--- config.mk ---
export PLATFORM = sky130hd
export DESIGN_NAME = hms_time_counter
export DESIGN_NICKNAME = d
export VERILOG_FILES = /design/src/rtl/seg_pkg.sv /design/src/rtl/bcd_pair_counter.sv /design/src/rtl/hms_time_counter.sv
export SDC_FILE = /design/constraint.sdc
export NUM_CORES = 1
export LEC_CHECK = 0
export ABC_AREA = 1
export CORE_MARGIN = 3
export CORE_UTILIZATION = 62
export CTS_CLUSTER_DIAMETER = 30
export DETAILED_ROUTE_END_ITERATION = 8
export GPL_ROUTABILITY_DRIVEN = 0
export PLACE_DENSITY = 0.85
export SLEW_MARGIN = 0
export SYNTH_ARGS = -nofsm -noshare
export SYNTH_HDL_FRONTEND = slang
export SYNTH_SLANG_ARGS = --single-unit
--- constraint.sdc ---
create_clock -name clk -period 4.54 [get_ports clk]
set_clock_uncertainty 0.1 [all_clocks]
set_input_delay 0.681 -clock clk [delete_from_list [all_inputs] [get_ports clk]]
set_output_delay 0.681 -clock clk [all_outputs]
set_load 0.03 [all_outputs]
--- src/rtl/seg_pkg.sv ---
// Shared constants for the seven-segment display path.
// Field selects, BCD limits and the run/stop state type.
package seg_pkg;

   localparam int DIGIT_W = 4;

   localparam logic [1:0] SEL_SEC  = 2'd0;
   localparam logic [1:0] SEL_MIN  = 2'd1;
   localparam logic [1:0] SEL_HOUR = 2'd2;
   localparam logic [1:0] SEL_NONE = 2'd3;

   localparam int SEC_MAX  = 59;
   localparam int MIN_MAX  = 59;
   localparam int HOUR_MAX = 23;

   typedef enum logic {
      ST_STOPPED = 1'b0,
      ST_RUNNING = 1'b1
   } run_state_e;

endpackage

--- src/rtl/bcd_pair_counter.sv ---
// Two-digit BCD counter wrapping MAX -> 00.
// carry flags an inc that causes the wrap.
module bcd_pair_counter
   import seg_pkg::*;
#(
   parameter int MAX = 59
) (
   input  logic               clk,
   input  logic               rst_n,
   input  logic               inc,
   input  logic               clr,
   output logic [DIGIT_W-1:0] tens,
   output logic [DIGIT_W-1:0] ones,
   output logic               carry
);

   localparam logic [DIGIT_W-1:0] MAX_T = DIGIT_W'(MAX / 10);
   localparam logic [DIGIT_W-1:0] MAX_O = DIGIT_W'(MAX % 10);

   logic [DIGIT_W-1:0] tens_q, tens_d;
   logic [DIGIT_W-1:0] ones_q, ones_d;
   logic               at_max;

   assign at_max = (tens_q == MAX_T) && (ones_q == MAX_O);
   assign carry  = inc && !clr && at_max;

   always_comb begin
      tens_d = tens_q;
      ones_d = ones_q;
      if (clr) begin
         tens_d = '0;
         ones_d = '0;
      end else if (inc) begin
         if (at_max) begin
            tens_d = '0;
            ones_d = '0;
         end else if (ones_q == DIGIT_W'(9)) begin
            tens_d = tens_q + DIGIT_W'(1);
            ones_d = '0;
         end else begin
            ones_d = ones_q + DIGIT_W'(1);
         end
      end
   end

   always_ff @(posedge clk or negedge rst_n) begin
      if (!rst_n) begin
         tens_q <= '0;
         ones_q <= '0;
      end else begin
         tens_q <= tens_d;
         ones_q <= ones_d;
      end
   end

   assign tens = tens_q;
   assign ones = ones_q;

endmodule

--- src/rtl/hms_time_counter.sv ---
// HH:MM:SS time-of-day counter with 1 Hz prescaler,
// run/stop, clear and stopped-mode field adjust.
module hms_time_counter
   import seg_pkg::*;
#(
   parameter int TICK_DIV = 50_000_000,
   parameter int CNT_W    = 32
) (
   input  logic               clk,
   input  logic               rst_n,
   input  logic               run_tgl,
   input  logic               clr,
   input  logic               adj_inc,
   input  logic [1:0]         adj_sel,
   output logic               running,
   output logic               tick_1hz,
   output logic [DIGIT_W-1:0] hour_t,
   output logic [DIGIT_W-1:0] hour_o,
   output logic [DIGIT_W-1:0] min_t,
   output logic [DIGIT_W-1:0] min_o,
   output logic [DIGIT_W-1:0] sec_t,
   output logic [DIGIT_W-1:0] sec_o
);

   localparam logic [CNT_W-1:0] PRESC_LAST = CNT_W'(TICK_DIV - 1);

   run_state_e       state_q, state_d;
   logic [CNT_W-1:0] presc_q, presc_d;
   logic             tick_q, tick_d;

   logic adj_ok;
   logic sec_inc, min_inc, hour_inc;
   logic sec_carry, min_carry, hour_carry_unused;

   always_comb begin
      state_d = state_q;
      presc_d = presc_q;
      tick_d  = 1'b0;
      if (run_tgl) begin
         state_d = (state_q == ST_RUNNING) ? ST_STOPPED : ST_RUNNING;
      end
      // A toggle swallows any wrap pending in the same cycle.
      if (clr) begin
         presc_d = '0;
      end else if (run_tgl) begin
         if (state_q == ST_STOPPED) presc_d = '0;
      end else if (state_q == ST_RUNNING) begin
         if (presc_q == PRESC_LAST) begin
            presc_d = '0;
            tick_d  = 1'b1;
         end else begin
            presc_d = presc_q + CNT_W'(1);
         end
      end
   end

   always_ff @(posedge clk or negedge rst_n) begin
      if (!rst_n) begin
         state_q <= ST_STOPPED;
         presc_q <= '0;
         tick_q  <= 1'b0;
      end else begin
         state_q <= state_d;
         presc_q <= presc_d;
         tick_q  <= tick_d;
      end
   end

   assign adj_ok = adj_inc && !clr && !run_tgl
                && (state_q == ST_STOPPED)
                && (adj_sel != SEL_NONE);

   // Adjust never ripples; only ticks propagate carries.
   assign sec_inc  = tick_d
                  || (adj_ok && adj_sel == SEL_SEC);
   assign min_inc  = (tick_d && sec_carry)
                  || (adj_ok && adj_sel == SEL_MIN);
   assign hour_inc = (tick_d && min_carry)
                  || (adj_ok && adj_sel == SEL_HOUR);

   bcd_pair_counter #(.MAX(SEC_MAX)) u_sec (
      .clk   (clk),
      .rst_n (rst_n),
      .inc   (sec_inc),
      .clr   (clr),
      .tens  (sec_t),
      .ones  (sec_o),
      .carry (sec_carry)
   );

   bcd_pair_counter #(.MAX(MIN_MAX)) u_min (
      .clk   (clk),
      .rst_n (rst_n),
      .inc   (min_inc),
      .clr   (clr),
      .tens  (min_t),
      .ones  (min_o),
      .carry (min_carry)
   );

   bcd_pair_counter #(.MAX(HOUR_MAX)) u_hour (
      .clk   (clk),
      .rst_n (rst_n),
      .inc   (hour_inc),
      .clr   (clr),
      .tens  (hour_t),
      .ones  (hour_o),
      .carry (hour_carry_unused)
   );

   assign running  = (state_q == ST_RUNNING);
   assign tick_1hz = tick_q;

endmodule
# After elaboration in Yosys (flattened, before gate mapping)
# Index checks and enable logic that the tools add are counted.
[totals]
reg_bits = 58
latchBits = 0
ramBits = 0
rom_bits = 0
output_inout_bits = 26
wordCells = 96
memories = 0
[classes]
n_addsub = 7
multipliers = 0
div = 0
magnitude_cmp = 0
n_eq_ne = 12
n_shift = 0
muxes = 34
bitwise = 1
reduce_logical = 33
[op_table]
columns = ["operator", "count"]
rows = [
  ["32-bit two-way mux", 5],
  ["4-bit two-way mux", 24],
  ["32-bit by 1-bit adder with 32-bit output (second input constant)", 1],
  ["32-bit by 26-bit == test with 1-bit output (second input constant)", 1],
  ["4-bit by 1-bit adder with 4-bit output (second input constant)", 6],
  ["1-bit logical AND", 16],
  ["4-bit == test (second input constant)", 3],
  ["3-bit nonzero test", 4],
  ["4-bit by 2-bit == test with 1-bit output (second input constant)", 2],
  ["4-bit by 3-bit == test with 1-bit output (second input constant)", 2],
  ["2-bit AND reduction", 4],
  ["2-bit nonzero test", 3],
  ["1-bit two-way mux", 5],
  ["1-bit logical OR", 3],
  ["3-bit != test (second input constant)", 1],
  ["2-bit by 1-bit == test with 1-bit output (second input constant)", 1],
  ["2-bit == test (second input constant)", 1],
  ["1-bit logical NOT", 2],
  ["2-bit logical NOT", 1],
  ["2-bit != test (second input constant)", 1],
  ["1-bit NOT", 1],
]

# Longest topological paths before layout
# Gate-level depths: netlist of the first run.
[depth]
depth_word = 17
ltp_mapped = 12
ltp_nobuf = 12

# Hierarchy
# Synthesis of the first run repeated with hierarchy kept, for this count alone.
[unflattened]
hier_cells = 526
area_unflattened_um2 = 3702.3
[modules_own_cells]
columns = ["module", "instances", "cells_per_inst", "area_per_inst_um2", "seq_area_each_um2"]
rows = [
  ["hms_time_counter", 1, 325, 2199.6, 850.8],
  ["bcd_pair_counter at u_min ...", 2, 67, 485.5, 200.2],
  ["bcd_pair_counter at u_hour", 1, 67, 531.8, 200.2],
]

# Worst setup path before layout of the first run
# Ideal clock, no wire load.
[synth_timing]
path_type = "in2reg"
from = "in run_tgl"
to = "reg presc_q[24]"
arrival_time_ns = 1.768
path_slack_ns = 2.594
cell_stages = 8
n_path_buf = 1
path_cell_list = "or2_2 -> nor2_2 -> a21boi_2 -> buf_2 -> nand2_1 -> o21ai_0 -> inv_1 -> a21oi_1"
[synth_via]
elab_chain_cells = 2
[synth_rtl]
columns = ["element", "line", "text"]
rows = [
  ["start: declaration", "hms_time_counter.sv:11", "input logic run_tgl,"],
  ["3-bit != test (no source line), or another cell as far along", "--", ""],
  ["2-bit AND reduction (no source line) / 32-bit two-way mux (equally long branches)", "--", ""],
  ["end signal: assignment", "hms_time_counter.sv:64", "presc_q <= presc_d;"],
  ["end: declaration", "hms_time_counter.sv:28", "logic [CNT_W-1:0] presc_q, presc_d;"],
]
# Several ways; a longest one is shown, not always the timed one.
# A chain may end at the register's enable or synchronous reset.

# Worst setup path after layout of the first run
[layout_timing]
from = "in clr"
to = "reg presc_q[15]"
[layout_via]
elab_chain_cells = 2
[layout_rtl]
columns = ["element", "line", "text"]
rows = [
  ["start: declaration", "hms_time_counter.sv:12", "input logic clr,"],
  ["3-bit != test (no source line) / 3-bit nonzero test (equally long branches)", "--", ""],
  ["2-bit AND reduction (no source line)", "--", ""],
]
# Several ways; a longest one is shown, not always the timed one.

==> results of run 1 <==
cell families after synthesis:
family                   share of synthesized area (%)
flip-flops                                        39.9
AO/OA/AOI/OAI                                     10.7
AND/OR/NAND/NOR                                   34.2
buffers and inverters                             7.47
XOR/XNOR                                          2.89
multiplexers                                     0.275
adder cells (fa/ha/maj)                           4.47
per-layer routing:
layer	track usage, %	vias up	share of wire, %	routed length (µm)
met3	5.21	25	6.3	542
li1	-	1709	-	-
met1	39.2	1583	47	3980
met4	10.8	0	2.1	179
met5	0	-	0	0
met2	40.9	141	45	3850
stage by stage:
stage          hold WS, ps  setup WS [ps]
2_1_floorplan          285           2590
4_1_cts                409           1870
6_report               378           1850
3_3_place_gp           417           1590
3_5_place_dp           421           1530
5_1_grt                453           1690
placed cells by master (no fill, tap or decap), drive strengths merged:
master / synthesis / final
nand2: 133 / 133
nor2: 66 / 66
inv: 60 / 60
dfrtp: 58 / 58
nand3: 39 / 39
o21ai: 33 / 33
clkdlybuf4s50: 0 / 31
nor3: 18 / 18
clkbuf: 4 / 15
a21oi: 13 / 13
ha: 13 / 13
nand4: 10 / 10
o22ai: 10 / 10
xor2: 10 / 10
nor4: 5 / 5
buf: 5 / 4
or2: 3 / 3
nand3b: 3 / 3
o221ai: 2 / 2
a22o: 2 / 2
xnor2: 2 / 2
o211ai: 2 / 2
a21boi: 1 / 1
o311ai: 1 / 1
mux2i: 1 / 1
a41oi: 1 / 1
nor3b: 1 / 1
o21bai: 1 / 1
a22oi: 1 / 1
bufinv: 0 / 1
how the worst max path moves through the flow:
stage | start | endpoint | slack (ps) | depth (start not counted)
6_report | clr | presc_q[15] | 1850 | 7
5_1_grt | clr | u_sec.tens[1] | 1690 | 12
4_1_cts | run_tgl | presc_q[15] | 1870 | 8
3_5_place_dp | run_tgl | presc_q[15] | 1530 | 8
3_3_place_gp | run_tgl | presc_q[15] | 1590 | 8
2_1_floorplan | run_tgl | presc_q[24] | 2590 | 8
sequential cells by signal, indices dropped and copies added, names as in the netlist, 4 cells and up:
name,cells
presc_q,32
u_hour.ones,4
u_hour.tens,4
u_min.ones,4
u_min.tens,4
u_sec.ones,4
u_sec.tens,4
power breakdown:
part / total [mW] / leakage, nW / switching [mW] / internal [mW]
clock network: 0.514 / 0.110 / 0.200 / 0.314
logic: 0.243 / 0.936 / 0.149 / 0.0937
registers: 0.588 / 0.796 / 0.0425 / 0.545
worst reg2reg max path, stage by stage (launching register included):
cell      delay [ps]
dfrtp_1          400
ha_1             240
nand2_1           90
nor2_1            40
nand3_1           80
nor2_2            60
a21boi_2         570
inv_2            260
o21ai_0          220
nand2_1           70
o21ai_0           90
final cells by class:
cell class | count | share of cell area (%)
Multi-Input combinational cell | 371 | 45.2
Tap cell | 72 | 2.13
Clock buffer | 15 | 4.40
Clock inverter | 1 | 0.709
Timing Repair Buffer | 35 | 7.98
Sequential cell | 58 | 34.3
Inverter | 60 | 5.32
==> results.json, run 1 <==
{
  "fin_area_mm2": 0.00423,
  "numPortBuffers": 32,
  "avgViaCountPerCell": 5.65,
  "die_w_um": 82.6,
  "p_leak_nw": 1.84,
  "worst_pin_slew_ps": 742,
  "vias": 3458,
  "final-max-slew-violation-count": 0,
  "rsz0062_at_grt": "no",
  "drtIter0Drc": 330,
  "grt_max_degree": 59,
  "cp.required_ps": 4690,
  "fillers": 432,
  "slew_headroom_pct": 50.5,
  "ys_top_cells_by_area": "dfrtp_1, nand2_1, inv_1",
  "drt-total-wl_mm": 8.55,
  "endpoint_kind": "flop",
  "power_density_mw_per_mm2": 318,
  "drive_gt1_share_pct": 7.96,
  "clk_latency_ps": 340,
  "clock-root-buffer": "clkbuf_8",
  "crit_buf_inv": 2,
  "clock.fmax_mhz": 372,
  "async_flop_share_pct": 100,
  "multi_input_area_mm2": 0.00191,
  "yosysWarnings": 0,
  "cp_top_family": "compound AO/OA/AOI/OAI gates",
  "post_synth_num_cell_types": 38,
  "regToRegStartpoint": "presc_q[0]",
  "synth-main-ff-cell": "dfrtp_1",
  "syn_avg_cell_area_um2": 7.30,
  "post_cts_buffers": 0,
  "fin_nets": 555,
  "avgRoutedWirePerCell_um": 14.0,
  "vdd_ir_drop_max_uv": 241,
  "row_count": 27,
  "placeableCoreArea_mm2": 0.00561,
  "crit_fanout": 15,
  "ff2ff_path_depth": 10,
  "start_util_pct": 64.8,
  "drc": 0,
  "regToRegEndpoint": "presc_q[15]",
  "dpl_cell_area_mm2": 0.00402,
  "cp_common_cell": "o21ai_0",
  "r2r_slack_ps": 2230,
  "ys_top_cells_by_count": "nand2_1, inv_1, dfrtp_1, nor2_1, nand3_1",
  "synthesis.area_mm2": 0.00364,
  "grt_pass1_wl_mm": 14.4,
  "final_cell_count_no_fill": 612,
  "fin_setup_tns_ps": 0,
  "io_pins": 33,
  "clk_pin_slew_ps": 60,
  "cts_buffer_depth": 2,
  "die_area_mm2": 0.00682,
  "dr.pass1.iters": 5,
  "hold_viol_final": 0,
  "startpoint_type": "primary input",
  "area_growth_syn_to_layout_pct": 16.4,
  "fin_util_pct": 75.5,
  "slowest_delay_ps": 640,
  "dpl.cell_count": 596,
  "place_hpwl_mm": 6.21,
  "ys_seq_area_share_pct": 39.9,
  "seq_area_mm2": 0.00145,
  "setup_viol": 0,
  "synthCells": 498,
  "synth_top_area_share_pct": 39.9,
  "synth.most_common_cell": "nand2_1",
  "track_usage_pct": 27.4,
  "p_total_mw": 1.34,
  "cap_violations": 0,
  "htree_levels": 3,
  "grt_pass1_vias": 3159,
  "path_cells": "clkdlybuf4s50_1 > nor2_2 > a21boi_2 > inv_2 > o21ai_0 > nand2_1 > o21ai_0",
  "hold_class": "primary input to asynchronous set/reset pin",
  "hold_buffers": 0,
  "cts_tree": "done",
  "outcome": "finished, final reports clean",
  "antenna_found_initial": 0,
  "fin_crit_sh_pct": 59.2,
  "fp.dieH_um": 82.6,
  "overflow": 0,
  "antenna_cells": 0,
  "synth-edff-count": 0,
  "crit_type": "primary input to flop",
  "period_minus_slack_ps": 2690,
  "cts_resized": 0,
  "synth_top_area_cell": "dfrtp_1",
  "cts_buffers": 9,
  "postRouteAntennaNets": 0,
  "arrival_ps": 2840,
  "crit_slowest_cell": "clkdlybuf4s50_1",
  "syn-num-nets": 518,
  "synth_seq_cells": 58,
  "clock-sinks": 58
}
Note: power is estimated with default switching activity, not from simulation.
==> run 2: changes to the inputs <==
--- a/config.mk
+++ b/config.mk
@@ -7,11 +7,11 @@
 export LEC_CHECK = 0
 export ABC_AREA = 1
 export CORE_MARGIN = 3
-export CORE_UTILIZATION = 62
+export CORE_UTILIZATION = 58
 export CTS_CLUSTER_DIAMETER = 30
 export DETAILED_ROUTE_END_ITERATION = 8
 export GPL_ROUTABILITY_DRIVEN = 0
-export PLACE_DENSITY = 0.85
+export PLACE_DENSITY = 0.8
 export SLEW_MARGIN = 0
 export SYNTH_ARGS = -nofsm -noshare
 export SYNTH_HDL_FRONTEND = slang
==> constraint.sdc (replaced) <==
create_clock -name clk -period 2.7 [get_ports clk]
set_clock_uncertainty 0.1 [all_clocks]
set_input_delay 0.405 -clock clk [delete_from_list [all_inputs] [get_ports clk]]
set_output_delay 0.405 -clock clk [all_outputs]
set_load 0.03 [all_outputs]
==> run 2 against run 1 <==
  * Clock power up 52%
  * Flip-flop and latch count unchanged
  * First-iteration DRC count down 26%
  * Global-route usage down 1.7 points
  * Non-clock buffer count up 5
  * Register-to-register slack worse by 1700 ps
  * Power up 62%
  * Critical endpoint is now presc_q[20]
  * Largest cell class unchanged
  * Largest power group unchanged
==> results.json, run 2 (synthesized netlist as in run 1, its figures left out) <==
{
  "fp.dieH_um": 85.2,
  "clock-root-buffer": "clkbuf_8",
  "largest_reg_flops": 32,
  "row_count": 28,
  "seqPwrFrac_pct": 45.2,
  "path_cells": "ha_1 > nand3_1 > nor2_2 > nand3_2 > nor2_2 > nand3_2 > o21ai_0 > o21ai_0 > nand2_1 > nand2_1",
  "post_cts_buffers": 0,
  "fin_nets": 560,
  "cts_resized": 0,
  "dp_slack_ps": 349,
  "crit_buf_inv": 0,
  "holdWs_ps": 40.3,
  "startpoint_type": "flop",
  "setup_viol": 0,
  "p_leak_nw": 1.85,
  "endpoint_kind": "flop",
  "avgViaCountPerCell": 5.66,
  "grt_pass1_vias": 3217,
  "grt_pass1_wl_mm": 15.0,
  "start_util_pct": 60.7,
  "drtIter0Drc": 243,
  "hold_class": "primary input to asynchronous set/reset pin",
  "outcome": "finished, final reports clean",
  "worst_pin_slew_ps": 781,
  "fin_crit_sh_pct": 81.5,
  "net-switching-power_mw": 0.657,
  "layout_setup_ws_ps": 499,
  "cap_violations": 0,
  "crit_type": "flop to flop",
  "antenna_cells": 0,
  "place_hpwl_mm": 6.53,
  "fillers": 474,
  "cts_buffers": 9,
  "p_sw_share_pct": 30.1,
  "slew_headroom_pct": 48.0,
  "antenna_found_initial": 0,
  "cp_top_family": "simple AND/OR/NAND/NOR gates",
  "period_minus_slack_ps": 2200,
  "postRouteAntennaNets": 0,
  "htree_levels": 3,
  "rsz0062_at_grt": "no",
  "crit_slowest_cell": "dfrtp_1",
  "die_w_um": 85.2,
  "clockPowerShare_pct": 35.8,
  "power_density_mw_per_mm2": 514,
  "fin_util_pct": 70.8,
  "final-max-slew-violation-count": 0,
  "numPortBuffers": 32,
  "cts_tree": "done",
  "grt_max_degree": 36,
  "multi_input_area_mm2": 0.00191,
  "cp.required_ps": 2820,
  "clk_latency_ps": 340,
  "avgRoutedWirePerCell_um": 14.1,
  "overflow": 0,
  "drt-total-wl_mm": 8.72,
  "fin_setup_tns_ps": 0,
  "final_cell_mix": "nand2_1, inv_1, nor2_1, dfrtp_1, nand3_1",
  "hold_viol_final": 0,
  "clk_pin_slew_ps": 70,
  "io_pins": 33,
  "track_usage_pct": 25.7,
  "drc": 0,
  "area_growth_syn_to_layout_pct": 16.7,
  "drive_gt1_share_pct": 8.64,
  "dr.pass1.iters": 5,
  "clock-sinks": 58,
  "vdd_ir_drop_max_uv": 313,
  "cts_buffer_depth": 2,
  "largest_register": "presc_q",
  "p_comb_share_pct": 18.9,
  "clock.fmax_mhz": 454,
  "hold_buffers": 0,
  "internal-power_mw": 1.52,
  "placeableCoreArea_mm2": 0.00599,
  "layout_commonest_cell": "nand2_1",
  "arrival_ps": 2320,
  "crit_fanout": 5,
  "vias": 3503,
  "die_area_mm2": 0.00725,
  "seq_area_mm2": 0.00145,
  "slowest_delay_ps": 410
}
## run 2: final timing paths
kind,start,slack (ps),cells after the start,end
max,presc_q[0],500,10,presc_q[20]
min,rst_n,40,1,u_sec.ones[0]
max reg2reg,presc_q[0],500,10,presc_q[20]
min reg2reg,u_min.tens[3],450,2,u_min.tens[3]
max in group asynchronous,rst_n,1750,2,presc_q[17]
min in group clk,u_min.tens[3],450,2,u_min.tens[3]
## run 2: metal layers
metal	part of all wire (%)	global-route usage, %
met1	47	36.8
met2	46	39.4
met3	4.6	3.69
met4	1.9	10.2
met5	0	0
## run 2: area by class of cell
class,count,area share [%]
clock buffers,12,3.42
clock inverters,3,0.943
well taps,75,2.21
multi-input cells,371,45.1
repair buffers,40,8.84
inverters,60,5.31
flip-flops and latches,58,34.2
## run 2: power groups by stage
stage | registers (mW) | clock network [mW] | logic, mW
final | 0.985 | 0.781 | 0.413
after global routing | 0.997 | 0.836 | 0.450
after CTS | 0.984 | 0.794 | 0.415
after detailed placement | 1.00 | 0 | 0.413
after global placement | 0.998 | 0 | 0.404
after floorplan | 1.08 | 0 | 0.157
## run 2: worst register-to-register path, cell delays in order, from the launching register on
cell,delay [ps]
dfrtp_1,410
ha_1,220
nand3_1,170
nor2_2,270
nand3_2,150
nor2_2,180
nand3_2,130
o21ai_0,230
o21ai_0,120
nand2_1,70
nand2_1,50
## run 2: stage by stage
step,total power [mW],cells,cell area (µm²)
2_1_floorplan,1.24,498,3640
4_1_cts,2.19,619,4240
5_1_grt,2.28,619,4240
3_3_place_gp,1.40,604,4060
3_5_place_dp,1.41,604,4060
6_report,2.18,619,4240
==> run 3: changes to the inputs <==
==> constraint.sdc (replaced) <==
create_clock -name clk -period 2.2 [get_ports clk]
set_clock_uncertainty 0.1 [all_clocks]
set_input_delay 0.33 -clock clk [delete_from_list [all_inputs] [get_ports clk]]
set_output_delay 0.33 -clock clk [all_outputs]
set_load 0.03 [all_outputs]
==> run 3 against run 2 <==
  * Clock power increased by 12%
  * Fmax increased by 8.6%
  * Design area increased by 1.9%
  * Register-to-register slack got worse by 330 ps
==> results.json, run 3 (synthesized netlist as in run 1, its figures left out) <==
{
  "rsz0062_at_grt": "no",
  "arrival_ps": 2150,
  "crit_type": "flop to flop",
  "die_w_um": 85.2,
  "p_comb_share_pct": 19.8,
  "fin_nets": 568,
  "cap_violations": 0,
  "hold_class": "primary input to asynchronous set/reset pin",
  "die_area_mm2": 0.00725,
  "drtIter0Drc": 279,
  "holdWs_ps": 408,
  "clk_pin_slew_ps": 70,
  "antenna_found_initial": 0,
  "drive_gt1_share_pct": 10.5,
  "layout_commonest_cell": "nand2_1",
  "overflow": 0,
  "dpl_cell_area_mm2": 0.00413,
  "fin_crit_sh_pct": 92.1,
  "drc": 0,
  "clockPowerShare_pct": 33.6,
  "p_leak_nw": 1.89,
  "htree_levels": 3,
  "largest_reg_flops": 32,
  "slowest_delay_ps": 530,
  "postRouteAntennaNets": 0,
  "clock-sinks": 58,
  "internal-power_mw": 1.76,
  "cp.required_ps": 2330,
  "cts_buffer_depth": 2,
  "fp.dieH_um": 85.2,
  "clock.fmax_mhz": 493,
  "worst_pin_slew_ps": 432,
  "grt_pass1_vias": 3269,
  "outcome": "finished, final reports clean",
  "place_hpwl_mm": 6.34,
  "seqPwrFrac_pct": 46.5,
  "drt-total-wl_mm": 8.69,
  "path_cells": "nand2_1 > nor3_1 > nand2_1 > nor3_2 > nand2_1 > nor2_2 > nand3_1 > nand2_1 > o21ai_0",
  "cts_tree": "done",
  "drt-met1-wl_mm": 3.93,
  "avgViaCountPerCell": 5.57,
  "hold_viol_final": 0,
  "area_growth_syn_to_layout_pct": 18.9,
  "row_count": 28,
  "net-switching-power_mw": 0.838,
  "antenna_cells": 0,
  "crit_slowest_cell": "dfrtp_1",
  "dr.pass1.iters": 5,
  "top_layer": "met4",
  "final_cell_count_no_fill": 628,
  "cp_top_family": "simple AND/OR/NAND/NOR gates",
  "cts_buffers": 9,
  "grt_max_degree": 59,
  "clock-root-buffer": "clkbuf_8",
  "track_usage_pct": 25.7,
  "power_density_mw_per_mm2": 601,
  "crit_fanout": 9,
  "fin_setup_tns_ps": 0,
  "start_util_pct": 60.7,
  "vdd_ir_drop_max_uv": 472,
  "wl_met2_mm": 4.12,
  "crit_buf_inv": 0,
  "period_minus_slack_ps": 2030,
  "placeableCoreArea_mm2": 0.00599,
  "p_sw_share_pct": 32.2,
  "endpoint_kind": "flop",
  "clk_latency_ps": 350,
  "final_cell_mix": "nand2_1, inv_1, nor2_1, dfrtp_1, nand3_1",
  "p_total_mw": 2.60,
  "largest_register": "presc_q",
  "avgRoutedWirePerCell_um": 13.8,
  "dpl.cell_count": 610,
  "route.met3.wl_um": 543,
  "grt_pass1_wl_mm": 15.0,
  "final-max-slew-violation-count": 0,
  "vias": 3499,
  "startpoint_type": "flop",
  "setup_viol": 0,
  "io_pins": 33,
  "slew_headroom_pct": 70.9,
  "fin_area_mm2": 0.00432,
  "cp_common_cell": "nand2_1",
  "numPortBuffers": 32
}
[run 3: cell types whose count changed in the layout (fill, tap and decap cells not counted), sizes merged]
cell         change
buf              +7
bufinv           -1
clkbuf           -2
clkinv           +3
clkinvlp         +1
dlygate4sd3      +1
[run 3: area by class of cell]
type                            count  area, µm²
Clock buffer                       10        138
Inverter                           60        225
Clock inverter                      6       32.5
Sequential cell                    58       1450
Timing Repair Buffer               48        463
Tap cell                           75       93.8
Fill cell                         466       1670
Multi-Input combinational cell    371       1920
[run 3: repair_timing]
item | 4_1_cts | 5_1_grt
setup endpoints to repair | 0 | 4
hold buffers | 1 | 0
resized for setup | 0 | 2
setup buffers | 0 | 1
endpoints found under the hold margin | 58 | 0
[run 3: worst paths after layout]
| path | start | endpoint | slack [ps] | depth (start not counted) |
|---|---|---|---|---|
| setup reg to reg | presc_q[6] | presc_q[27] | 170 | 9 |
| hold / removal | rst_n | u_sec.ones[2] | 410 | 3 |
| max in group asynchronous | rst_n | presc_q[19] | 1330 | 3 |
| min in group clk | presc_q[31] | presc_q[31] | 450 | 2 |
| hold reg to reg | presc_q[31] | presc_q[31] | 450 | 2 |
| setup / recovery | presc_q[6] | presc_q[27] | 170 | 9 |
[run 3: through the flow]
| stage | utilization [%] | setup WS (ps) |
|---|---|---|
| global route | 72.2 | 18.1 |
| CTS | 71.9 | 189 |
| finish | 72.2 | 173 |
| global placement | 68.9 | 30.8 |
| floorplan | - | 333 |
| detailed placement | 68.9 | 14.2 |
[run 3: per-layer routing]
| metal | vias to the layer above | track usage [%] |
|---|---|---|
| met5 | - | 0 |
| met4 | 0 | 7.77 |
| met3 | 12 | 5.53 |
| met2 | 116 | 40.2 |
| met1 | 1638 | 35.8 |
| li1 | 1733 | - |
[run 3: worst register-to-register path, cell delays in order, from the launching register on]
cell and delay, ps:
dfrtp_1 530, nand2_1 90, nor3_1 200, nand2_1 120
nor3_2 240, nand2_1 180, nor2_2 220, nand3_1 100
nand2_1 60, o21ai_0 70
[run 3: power by group through the flow]
stage	sequential [mW]	clock [mW]	combinational [mW]
floorplan	1.32	0	0.193
global placement	1.22	0	0.504
detailed placement	1.23	0	0.517
CTS	1.21	0.885	0.520
global route	1.23	0.937	0.565
finish	1.21	0.874	0.516
